### config.mk
export PLATFORM = sky130hd
export DESIGN_NAME = light_sel_sequencer
export DESIGN_NICKNAME = d
export VERILOG_FILES = /design/src/rtl/light_sel_sequencer.sv
export SDC_FILE = /design/constraint.sdc
export NUM_CORES = 1
export LEC_CHECK = 0
export ABC_AREA = 1
export CELL_PAD_IN_SITES_DETAIL_PLACEMENT = 0
export CELL_PAD_IN_SITES_GLOBAL_PLACEMENT = 1
export CORE_MARGIN = 5
export CORE_UTILIZATION = 44
export CTS_CLUSTER_DIAMETER = 80
export DETAILED_ROUTE_END_ITERATION = 8
export PLACE_DENSITY_LB_ADDON = 0.1
export SLEW_MARGIN = 5
export SYNTH_ARGS = -nofsm -noshare
export SYNTH_HDL_FRONTEND = slang
export SYNTH_SLANG_ARGS = --single-unit
### constraint.sdc
create_clock -name clk -period 3.5 [get_ports clk]
set_input_delay 0.35 -clock clk [delete_from_list [all_inputs] [get_ports clk]]
set_output_delay 0.35 -clock clk [all_outputs]
set_load 0.01 [all_outputs]
### src/rtl/light_sel_sequencer.sv
// Prescaled 0..MAX_SEL selector with run/pause/stop and preset; optional count-down via LIGHT_SEQ_REVERSE_EN.
// Latency: start sampled at edge t gives busy after t; first step visible after edge t+CLK_DIV.
// Backpressure: load_ready is low in RUN; the requester holds load_valid until IDLE or PAUSE.
module light_sel_sequencer #(
  parameter int CLK_DIV = 50_000_000,
  parameter int MAX_SEL = 59
) (
  input  logic       clk,
  input  logic       rst_n,
  input  logic       start,
  input  logic       stop,
  input  logic       load_valid,
  input  logic [5:0] load_value,
`ifdef LIGHT_SEQ_REVERSE_EN
  input  logic       dir,
`endif
  output logic       load_ready,
  output logic [5:0] sel,
  output logic       step_pulse,
  output logic       wrap,
  output logic       busy
);

  localparam int PW = (CLK_DIV > 1) ? $clog2(CLK_DIV) : 1;
  localparam logic [PW-1:0] PRE_LAST = PW'(CLK_DIV - 1);
  localparam logic [5:0]    SEL_MAX  = 6'(MAX_SEL);

  typedef enum logic [1:0] {IDLE, RUN, PAUSE} state_t;

  state_t        state, state_nxt;
  logic [PW-1:0] pre, pre_nxt;
  logic [5:0]    sel_nxt;
  logic          step_nxt, wrap_nxt, do_step, down;

`ifdef LIGHT_SEQ_REVERSE_EN
  assign down = dir;
`else
  assign down = 1'b0;
`endif

  assign load_ready = (state != RUN);
  assign busy       = (state == RUN);

  always_comb begin
    state_nxt = state;
    pre_nxt   = pre;
    sel_nxt   = sel;
    step_nxt  = 1'b0;
    wrap_nxt  = 1'b0;
    do_step   = 1'b0;

    // stop always has priority over start and over a terminal prescaler
    case (state)
      IDLE: begin
        pre_nxt = '0;
        if (start && !stop) state_nxt = RUN;
      end
      RUN: begin
        if (stop) begin
          state_nxt = PAUSE;
        end else if (pre == PRE_LAST) begin
          pre_nxt = '0;
          do_step = 1'b1;
        end else begin
          pre_nxt = pre + PW'(1);
        end
      end
      PAUSE: begin
        if (stop) begin
          state_nxt = IDLE;
          pre_nxt   = '0;
        end else if (start) begin
          state_nxt = RUN;
        end
      end
      default: state_nxt = IDLE;
    endcase

    if (do_step) begin
      step_nxt = 1'b1;
      if (down) begin
        if (sel == 6'd0) begin
          sel_nxt  = SEL_MAX;
          wrap_nxt = 1'b1;
        end else begin
          sel_nxt = sel - 6'd1;
        end
      end else begin
        if (sel == SEL_MAX) begin
          sel_nxt  = 6'd0;
          wrap_nxt = 1'b1;
        end else begin
          sel_nxt = sel + 6'd1;
        end
      end
    end

    // load only happens outside RUN, so it never collides with a step
    if (load_valid && load_ready) begin
      sel_nxt = (load_value > SEL_MAX) ? SEL_MAX : load_value;
      pre_nxt = '0;
    end
  end

  always_ff @(posedge clk) begin
    if (!rst_n) begin
      state      <= IDLE;
      pre        <= '0;
      sel        <= 6'd0;
      step_pulse <= 1'b0;
      wrap       <= 1'b0;
    end else begin
      state      <= state_nxt;
      pre        <= pre_nxt;
      sel        <= sel_nxt;
      step_pulse <= step_nxt;
      wrap       <= wrap_nxt;
    end
  end

endmodule

After elaboration in Yosys (flattened, before gate mapping)
Cells that the tools add are included.
W data, S select, Z words.
{"block": "op_classes", "add_sub_neg": 2, "order_cmp": 1, "n_eq_ne": 10, "mux": 18, "bitwise_logic": 1, "n_reduce_logical": 10}
{"cell": "$mux W26", "count": 3}
{"cell": "$pmux W26 S3", "count": 1}
{"cell": "$add A26 B1 Y26 const B", "count": 1}
{"cell": "$eq A26 B26 Y1 const B", "count": 1}
{"cell": "$mux W6", "count": 4}
{"cell": "$mux W2", "count": 4}
{"cell": "$ne A2 B2 Y1 const B", "count": 4}
{"cell": "$add A6 B1 Y6 const B", "count": 1}
{"cell": "$eq A6 B6 Y1 const B", "count": 1}
{"cell": "$gt A6 B6 Y1 const B", "count": 1}
{"cell": "$pmux W2 S3", "count": 1}
{"cell": "$reduce_and A3 Y1", "count": 2}
{"cell": "$mux W1", "count": 5}
{"cell": "$ne A3 B3 Y1 const B", "count": 1}
{"cell": "$reduce_bool A3 Y1", "count": 1}
{"cell": "$eq A2 B1 Y1 const B", "count": 1}
{"cell": "$eq A2 B2 Y1 const B", "count": 1}
{"cell": "$logic_and A1 B1 Y1", "count": 2}
{"cell": "$logic_not A2 Y1", "count": 1}
{"cell": "$ne A2 B1 Y1 const B", "count": 1}
{"cell": "$reduce_and A2 Y1", "count": 1}
{"cell": "$reduce_bool A2 Y1", "count": 1}
{"cell": "$reduce_or A2 Y1", "count": 1}
{"cell": "$logic_not A1 Y1", "count": 1}
{"cell": "$not A1 Y1", "count": 1}
{"block": "word_totals", "regBits": 36, "output_inout_bits": 10, "elab_cells": 47}

Logic depth before layout (Yosys ltp)
{"block": "logic_depth", "word_depth": 6, "ltp_mapped": 11, "depth_no_buf": 10}

Least setup slack after synthesis
OpenSTA, ideal clock, no wires.
{"block": "synth_timing", "path_kind": "reg-to-reg", "start": "reg pre[0]", "end": "reg sel[4]", "arrival_ps": 1412, "slack_ps": 1975, "stages_incl_launch_ff": 11, "cell_sequence": "dfxtp_1 -> ha_1 -> nand3_2 -> inv_1 -> nand2_4 -> nor3_4 -> nand3_4 -> nand2_4 -> nand2_1 -> nand2_1 -> nor2_1"}
{"block": "synth_via", "elab_chain_cells": 5}
{"item": "start: declaration", "line_no": "31", "source": "logic [PW-1:0] pre, pre_nxt;"}
{"item": "start signal: assignment", "line_no": "114", "source": "pre <= pre_nxt;"}
{"item": "$eq A26 B26 Y1", "line_no": "61", "source": "end else if (pre == PRE_LAST) begin"}
{"item": "$mux W1", "line_no": "61"}
{"item": "$mux W1", "line_no": "59", "source": "if (stop) begin"}
{"item": "$mux W1", "line_no": "53", "source": "case (state)"}
{"item": "$reduce_bool A2 Y1 (no line)"}
{"item": "end signal: assignment", "line_no": "115", "source": "sel <= sel_nxt;"}
{"item": "end: declaration", "line_no": "18", "source": "output logic [5:0] sel,"}
No other way between the ends.
A chain may end at the register's enable or synchronous reset.

Final worst setup path
{"block": "layout_timing", "start": "in stop", "end": "reg pre[9]"}
{"block": "layout_via", "elab_chain_cells": 2, "word_cells_on_any_way": 3, "classes_between": "eq/ne (2); reduce/logical (1)"}
{"item": "start: declaration", "line_no": "11", "source": "input logic stop,"}
{"item": "$ne A2 B2 Y1 (no line)"}
{"item": "$reduce_and A3 Y1 (no line) *"}
Mark *: on every way between the ends. The rest lies on a longest branch, timed or not.

==> flow_summary.ini <==
[status]
status = complete, no violations

[grt]
gr-usage-met3_pct = 3.96
antenna_found_initial = 0
overflow = 0
grt_pass1_wl_mm = 9.99
grt_util_met1_pct = 22.2
grt_pass1_vias = 2106
busiest_layer = met2
grtUsageMet2_pct = 29.2
grt_use_total_pct = 17.5
grt_max_degree = 18

[floorplanning]
coreArea_mm2 = 0.00514
pin_count = 21
rows = 26
dieArea_mm2 = 0.00690
die_h_um = 83.0
die_w_um = 83.0
initial_core_util_pct = 45.7

[synthesis]
netlist.area_leader.share_pct = 30.7
synth_cell_type_count = 35
yosys.cell_count.top_type = nand2_1
netlist_area_mm2 = 0.00235
synth_nets = 371
synth_adder_area_share_pct = 1.07
synth_compound_area_share_pct = 8.90
synthXorXnorAreaFrac_pct = 3.73
synth_top_cell_by_area = dfxtp_1
synth-simple-area-share_pct = 47.8
synth_edf_count = 0
synthArstFlopShare_pct = 0
synth.area.mux_share_pct = 0
yosysSeqAreaShare_pct = 30.7
synth.area.top_cells = dfxtp_1 (31%), nand2_1 (17%), nor2_1 (7.8%), inv_1 (5.1%), a21oi_1 (4.9%)
yosys_warnings = 0
ys.flop_type = dfxtp_1
synth_top_family_by_area = simple AND/OR/NAND/NOR gates
synthCells = 358
synth_commonest_cells = nand2_1 (106), nor2_1 (49), dfxtp_1 (36)
avgSynthCellArea_um2 = 6.56
ys_seq_elements = 36

[final_layout]
area_growth_pct = 14.9
final_nets = 392
fin_util_pct = 52.5
fillers = 554
drive_gt1_share_pct = 12.4
multi_input_area_mm2 = 0.00144
n_antenna_cell = 0
register_area_um2 = 721

[cts]
cts_setup_buffers = 0
numCtsBuffers = 5
cts_tree = built
clk_latency_ns = 0.29
cts_sinks = 36
cts_resized = 0
cts_root_buffer = clkbuf_8
hold_buffers = 0
path_clk_slew_ns = 0.07
htreeDepth = 2
cts_buffer_depth = 2

[worst_setup_path]
crit_required_ns = 3.67
cp_top_family = buffers and inverters
slowest_delay_ns = 0.52
arrival_ns = 2.08
crit_chain = clkdlybuf4s50_1, inv_1, o21ai_2, inv_2, nor4_1, nor3_1
path_buf_inv = 3
reg2reg_depth = 8
slowest_stage = o21ai_2
start_kind = input pin
critical_path_depth = 6
critPathCaptureType = register
cp_max_fo = 17
crit_type = in2reg

[placed_design]
portBuffers = 20
place_congestion = 0.853
hpwl_mm = 4.36

[pwr]
power.leakage_uw = 0.00101
powerDensity_mw_per_mm2 = 312
vdd_drop_max_mv = 0.206

[sta]
worst_pin_slew_ns = 0.644
fin_tns_setup_ns = 0
setup_viol = 0
fmax_mhz = 523
finalCriticalPeriod_ns = 1.91
min_period_over_period_pct = 54.6
hold_viol_final = 0
rsz0062_at_grt = no
slew_violations = 0
worst_clock_skew_ns = 0.00420
slew_headroom_pct = 57.0

[route]
viasPerCell = 4.97
vias = 2230
drt-initial-drc-count = 145
detail-route-antenna-nets = 0
routed_wl_mm = 5.68
firstDrtPassIters = 4
drcViolationCount = 0
wire_per_inst_um = 12.6

[hold_path]
whs_path_depth = 2
hold_class = reg2reg

[run]
cap_violations = 0
-- per-stage QoR --
step | total power, uW | hold slack, ns | instance area [um^2] | setup WS (ns) | instances
final | 842 | 0.493 | 2700 | 1.59 | 449
after global routing | 887 | 0.529 | 2700 | 1.46 | 449
after CTS | 853 | 0.493 | 2700 | 1.62 | 449
after detailed placement | 533 | 0.482 | 2600 | 1.30 | 442
after global placement | 532 | 0.489 | 2600 | 1.40 | 442
after floorplan | 493 | 0.460 | 2350 | 1.97 | 358
-- routing by layer --
| layer | share of wire, % | up-vias |
|---|---|---|
| met3 | 3.2 | 5 |
| met5 | 0 | - |
| met2 | 48 | 35 |
| met4 | 1.2 | 0 |
| li1 | - | 1180 |
| met1 | 48 | 1010 |
-- layout by cell type (no fill, tap or decap), drive strengths merged, types with 6 or more instances in the layout --
master           n
a21oi           23
clkbuf           7
clkdlybuf4s50   20
dfxtp           36
inv             40
nand2          114
nand3           22
nand3b           6
nand4            7
nor2            64
nor3            11
xor2             8
-- power by group --
| group | leakage, uW | switching, uW | internal [uW] |
|---|---|---|---|
| Clock | 0.0000503 | 144 | 175 |
| Combinational | 0.000663 | 53.8 | 42.6 |
| Sequential | 0.000291 | 9.42 | 417 |
| Total | 0.00101 | 208 | 635 |
-- final timing paths --
| path | from | end | slack (ns) |
|---|---|---|---|
| hold reg to reg | pre[1] | pre[1] | 0.49 |
| setup reg to reg | pre[0] | pre[9] | 1.72 |
| setup / recovery | stop | pre[9] | 1.59 |
| hold / removal | pre[1] | pre[1] | 0.49 |
-- flip-flops by register name, summed over array words and instances (netlist names) --
name,count
pre,26
sel,6
state,2
step_pulse,1
wrap,1
-- cells by family (layout without fill, tap and decap cells) --
kind of cell / Yosys count / count (layout)
adder cells (fa/ha/maj): 2 / 2
buffers and inverters: 46 / 67
AND/OR/NAND/NOR: 227 / 227
flip-flops: 36 / 36
XOR/XNOR: 10 / 10
AO/OA/AOI/OAI: 37 / 37
-- final cells by class --
| cell class | count | area share [%] |
|---|---|---|
| Clock buffer | 7 | 3.57 |
| Inverter | 40 | 5.57 |
| Multi-Input combinational cell | 276 | 53.5 |
| Sequential cell | 36 | 26.7 |
| Tap cell | 70 | 3.25 |
| Timing Repair Buffer | 20 | 7.42 |
-- worst reg2reg max path: stages, from the launching register on --
cell and delay (ns):
dfxtp_1 0.38, ha_1 0.23, nand3_2 0.15, nor3_2 0.26, nand3_4 0.15, nand2_1 0.08
nand2_1 0.04, nand2_1 0.28, nor3_1 0.09
(Power assumes the default switching activity.)
